===== src/rtl/mld_pkg.sv =====
// Shared constants and types for the serial (7,4) cyclic encoder.
package mld_pkg;

  localparam int N     = 7;
  localparam int K     = 4;
  localparam int PAR_W = N - K;
  localparam int CNT_W = 2;

  // {g2,g1,g0} of the monic degree-3 generator: x^3 + x + 1
  localparam logic [PAR_W-1:0] G_LOW_DEFAULT = 3'b011;

  typedef enum logic {MSG, PAR} enc_state_t;

  // Count value at which the current phase ends.
  function automatic logic [CNT_W-1:0] last_cnt(input enc_state_t s);
    return (s == MSG) ? CNT_W'(K - 1) : CNT_W'(PAR_W - 1);
  endfunction

  // Codeword bit index (6..0) of the bit being loaded in phase s at count c.
  function automatic logic [2:0] cw_idx(input enc_state_t s, input logic [CNT_W-1:0] c);
    return (s == MSG) ? 3'(N - 1) - {1'b0, c} : 3'(PAR_W - 1) - {1'b0, c};
  endfunction

endpackage


===== src/rtl/lfsr_div_3_bit.sv =====
// Three-stage division LFSR: load_en divides by x^3+{g2,g1,g0}, shift_en
// shifts the remainder out of r[2] with zero fill.
module lfsr_div_3_bit
  import mld_pkg::*;
#(
  parameter logic [PAR_W-1:0] G_LOW = G_LOW_DEFAULT
) (
  input  logic             clk,
  input  logic             reset,
  input  logic             load_en,
  input  logic             shift_en,
  input  logic             din,
  output logic [PAR_W-1:0] r
);

  logic fb;

  assign fb = din ^ r[2];

  always_ff @(posedge clk or negedge reset) begin
    if (!reset) begin
      r <= '0;
    end else if (load_en) begin
      r <= {r[1] ^ (fb & G_LOW[2]), r[0] ^ (fb & G_LOW[1]), fb & G_LOW[0]};
    end else if (shift_en) begin
      r <= {r[1:0], 1'b0};
    end
  end

endmodule


===== src/rtl/cyclic_encoder_7_4_serial.sv =====
// Serial systematic (7,4) cyclic encoder: 4 message bits in, c6..c0 out.
// CYC_ENC_ERR_INJECT_EN adds inj_mask to flip chosen output bits.
module cyclic_encoder_7_4_serial
  import mld_pkg::*;
#(
  parameter logic [PAR_W-1:0] G_LOW = G_LOW_DEFAULT
) (
  input  logic         clk,
  input  logic         reset,
  input  logic         in_bit,
  input  logic         in_valid,
  output logic         in_ready,
  output logic         out_bit,
  output logic         out_valid,
  input  logic         out_ready,
`ifdef CYC_ENC_ERR_INJECT_EN
  input  logic [N-1:0] inj_mask,
`endif
  output logic         out_last
);

  enc_state_t       state, state_nxt;
  logic [CNT_W-1:0] cnt, cnt_nxt;
  logic             out_bit_nxt, out_valid_nxt, out_last_nxt;
  logic             slot_free, in_xfer, load_en, shift_en, bit_flip;
  logic [PAR_W-1:0] r;

  assign slot_free = !out_valid || out_ready;
  assign in_ready  = (state == MSG) && slot_free;
  assign in_xfer   = in_valid && in_ready;
  assign load_en   = in_xfer;
  assign shift_en  = (state == PAR) && slot_free;

  lfsr_div_3_bit #(.G_LOW(G_LOW)) u_lfsr (
    .clk      (clk),
    .reset    (reset),
    .load_en  (load_en),
    .shift_en (shift_en),
    .din      (in_bit),
    .r        (r)
  );

`ifdef CYC_ENC_ERR_INJECT_EN
  // The first message bit uses the live mask; the rest use the captured copy.
  logic [N-1:0] mask_q;

  always_ff @(posedge clk or negedge reset) begin
    if (!reset) begin
      mask_q <= '0;
    end else if (in_xfer && cnt == '0) begin
      mask_q <= inj_mask;
    end
  end

  always_comb begin
    bit_flip = mask_q[cw_idx(state, cnt)];
    if (state == MSG && cnt == '0) bit_flip = inj_mask[N-1];
  end
`else
  assign bit_flip = 1'b0;
`endif

  always_comb begin
    state_nxt     = state;
    cnt_nxt       = cnt;
    out_bit_nxt   = out_bit;
    out_valid_nxt = out_valid;
    out_last_nxt  = out_last;
    if (slot_free) begin
      out_valid_nxt = 1'b0;
      out_last_nxt  = 1'b0;
    end
    unique case (state)
      MSG: begin
        if (in_xfer) begin
          out_bit_nxt   = in_bit ^ bit_flip;
          out_valid_nxt = 1'b1;
          out_last_nxt  = 1'b0;
          if (cnt == last_cnt(MSG)) begin
            cnt_nxt   = '0;
            state_nxt = PAR;
          end else begin
            cnt_nxt = cnt + 1'b1;
          end
        end
      end
      PAR: begin
        if (slot_free) begin
          out_bit_nxt   = r[2] ^ bit_flip;
          out_valid_nxt = 1'b1;
          if (cnt == last_cnt(PAR)) begin
            out_last_nxt = 1'b1;
            cnt_nxt      = '0;
            state_nxt    = MSG;
          end else begin
            out_last_nxt = 1'b0;
            cnt_nxt      = cnt + 1'b1;
          end
        end
      end
      default: state_nxt = MSG;
    endcase
  end

  always_ff @(posedge clk or negedge reset) begin
    if (!reset) begin
      state     <= MSG;
      cnt       <= '0;
      out_bit   <= 1'b0;
      out_valid <= 1'b0;
      out_last  <= 1'b0;
    end else begin
      state     <= state_nxt;
      cnt       <= cnt_nxt;
      out_bit   <= out_bit_nxt;
      out_valid <= out_valid_nxt;
      out_last  <= out_last_nxt;
    end
  end

endmodule

===== config.mk =====
export PLATFORM = sky130hd
export DESIGN_NAME = cyclic_encoder_7_4_serial
export DESIGN_NICKNAME = d
export VERILOG_FILES = /design/src/rtl/mld_pkg.sv /design/src/rtl/lfsr_div_3_bit.sv /design/src/rtl/cyclic_encoder_7_4_serial.sv
export SDC_FILE = /design/constraint.sdc
export NUM_CORES = 1
export LEC_CHECK = 0
export CAP_MARGIN = 20
export CORE_UTILIZATION = 40
export CTS_CLUSTER_DIAMETER = 120
export DETAILED_ROUTE_END_ITERATION = 8
export PLACE_DENSITY = 0.69
export SETUP_SLACK_MARGIN = 0.3
export SLEW_MARGIN = 15
export SYNTH_ARGS = -nofsm -noshare
export SYNTH_HDL_FRONTEND = slang
export SYNTH_HIERARCHICAL = 1
export SYNTH_SLANG_ARGS = --single-unit

===== constraint.sdc =====
create_clock -name clk -period 1.64 [get_ports clk]
set_input_delay 0.328 -clock clk [delete_from_list [all_inputs] [get_ports clk]]
set_output_delay 0.328 -clock clk [all_outputs]
set_load 0.005 [all_outputs]

==> impl_results.md <==
* Most common cell after layout, fill and taps aside: buf_4
* Fraction of synthesized area in multiplexers at 0.0569
* CTS Root Cell: clkbuf_4
* Fmax at 754 MHz
* Mapped cell area at 549 um2
* Synth warn at 6
* Detail Route Antenna Nets at 0
* Unrepaired setup endpoints after global routing: yes
* CTS buffer count at 3
* IO Pins at 9
* Kind of critical path: input port to flip-flop
* Initial DRC Count at 12
* Largest family of logic cells by synthesized area: simple AND/OR/NAND/NOR gates
* CP endpoint kind: flip-flop
* Total number of vias at 427
* Outcome: completed
* H-Tree Depth at 1
* Post-DR vias/cell at 5.08
* Worst Tran Pin Value at 421 ps
* Setup Skew at 6.67 ps
* Share of layout cells above drive strength 1 at 0.329
* Min Tclk post-route at 1330 ps
* Cell Count Post-Placement at 79
* Arrival @ worst endpoint at 1470 ps
* Gpl congestion at 0.848
* Clk sinks at 9
* Power, Total at 1.14 mW
* Initial Utilization at 0.463
* Avg Cell Area, Syn at 11.0 um2
* Vert. Die Dim at 39.1 um
* Avg WL per Cell at 11.8 um
* Final period util at 0.809
* Placed cell area at 709 um2
* Hold Vio Cnt, Final at 0
* CTS max path bufs at 2
* Max-slew violations at 0
* Final setup viols at 0
* Syn nets at 59
* Worst VDD drop at 0.000829 V
* DRT Wirelength at 988 um
* DR pass1 iterations at 4
* CP Data Required Time at 1780 ps
* Hold Path Class: input port to async pin
* Clk pin slew, worst setup/hold paths at 60 ps
* Synth Instances at 50
* Finished Cell Area at 736 um2
* Commonest non-fill, non-tap cells in the layout: buf_4 (10), dfrtp_1 (9), a31oi_1 (4), o21ai_1 (4), ha_1 (4)
* Adder-Cell Fraction of Synth Area at 0.0911
* Final net count at 80
* Core area at 1190 um2
* Synth Area in Simple Gates at 0.214
* Post-synthesis compound-gate area fraction at 0.123
* Worst skew pair latency at 260 ps
* Area Growth Syn to Fin at 33.9%
* Maximum number of pins on one net before global-route repair at 12
* TritonCTS clock tree: done
* Critical path's slowest cell: mux2_4
* Post-synthesis xor/xnor area fraction at 0.0569
* Worst path cell trace: dlygate4sd2_1 -> buf_4 -> nand2b_2 -> and2_4 -> nor2_4 -> mux2_4
* Register area share after synthesis at 0.410
* Width of the chip at 39.1 um
* Type of origin of the critical path: input port
* P per Cell Area at 1540 nW/um2
* IO Port Bufs at 8
* Leak Pwr at 0.368 nW
* Number of global-route vias before repair at 407
* CP max stage delay at 300 ps
* Max-Cap Viols at 0
* Slew margin rel. at 0.718
* HPWL Detailed at 757 um
* Unique masters post-synth at 26
* DRC viols at 0
* Initial antenna violation count at 0
* Cell Rows at 12
* Grt ovf at 0
* Die area at 1530 um2
* Seq cells post-synth at 9
* Tot GR Track Use at 0.169
* Global-route wire length before repair at 1.69 mm
* ANT cells at 0
* Largest fanout on the critical path at 3
* Final Non-Filler Cells at 84
## layout make-up
| cell class | instances | area [um2] |
|---|---|---|
| timing repair buffer | 18 | 141 |
| clock buffer | 4 | 26.3 |
| tap | 14 | 17.5 |
| multi-input combinational | 37 | 318 |
| fill | 103 | 450 |
| sequential | 9 | 225 |
| inverter | 2 | 7.51 |
## critical path: cells and delay by family
kind / cells / cell delay, ps
and+or+nand+nor: 3 / 430
buffers and inverters: 2 / 410
muxes: 1 / 300
## power breakdown
| group | switching, mW | internal [mW] |
|---|---|---|
| combinational | 0.232 | 0.339 |
| clock | 0.0716 | 0.0934 |
| sequential | 0.0825 | 0.318 |
| total | 0.386 | 0.750 |
## layer usage
layer | share of wire | track usage
met1 | 0.48 | 0.214
met5 | 0 | 0
met4 | 0 | 0.0259
met3 | 0.065 | 0.0867
met2 | 0.45 | 0.258
## cells by family after synthesis
group,Yosys count
buffers and inverters,4
adders and majority gates,4
muxes,3
xor gates and xnor gates,2
and+or+nand+nor,17
AOI/OAI and AO/OA,11
DFF,9
## synth_stat cells (all sizes together)
library cell	number	area, um2
inv	2	7.51
a22o	1	8.76
o22a	1	8.76
nor2	3	13.8
nand2b	1	8.76
mux2i	2	20.0
xor2	1	8.76
a31oi	4	25.0
nand2	3	11.3
nor2b	3	26.3
buf	2	18.8
and3b	2	17.5
a21oi	1	5.00
or3	1	6.26
xnor3	1	22.5
ha	4	50.1
mux2	1	11.3
dfrtp	9	225
and2	2	13.8
nor4b	1	15.0
nand3	1	5.00
o21ai	4	20.0
## metrics by stage
step | worst slack (ps) | util | hold slack (ps) | setup TNS [ps]
global route | 288 | 0.620 | 404 | 0
CTS | 211 | 0.624 | 377 | 0
global placement | -233 | 0.598 | 465 | -696
floorplan | 308 | - | 32.4 | 0
detailed placement | -242 | 0.598 | 467 | -733
finish | 313 | 0.620 | 371 | 0
## repair_timing
| action | CTS | global route |
|---|---|---|
| buffers inserted | 1 | 0 |
| hold endpoints to repair | 0 | 0 |
| pin swaps | 1 | 0 |
| endpoints found under the setup margin | 10 | 2 |
| gates resized for setup | 8 | 4 |
| gates cloned | 0 | 0 |
| hold buffers | 0 | 0 |
## path summary, 6_finish.rpt
kind,startpoint,to,slack (ps),cells past startpoint
max,out_ready,u_lfsr/r[2],310,6
min,reset,cnt[1],370,1
max reg2reg,out_valid,u_lfsr/r[2],400,5
min reg2reg,flip-flop,flip-flop,470,2
max in group asynchronous,reset,state,970,1
min in group clk,flip-flop,flip-flop,470,2
(Power assumes the default switching activity.)
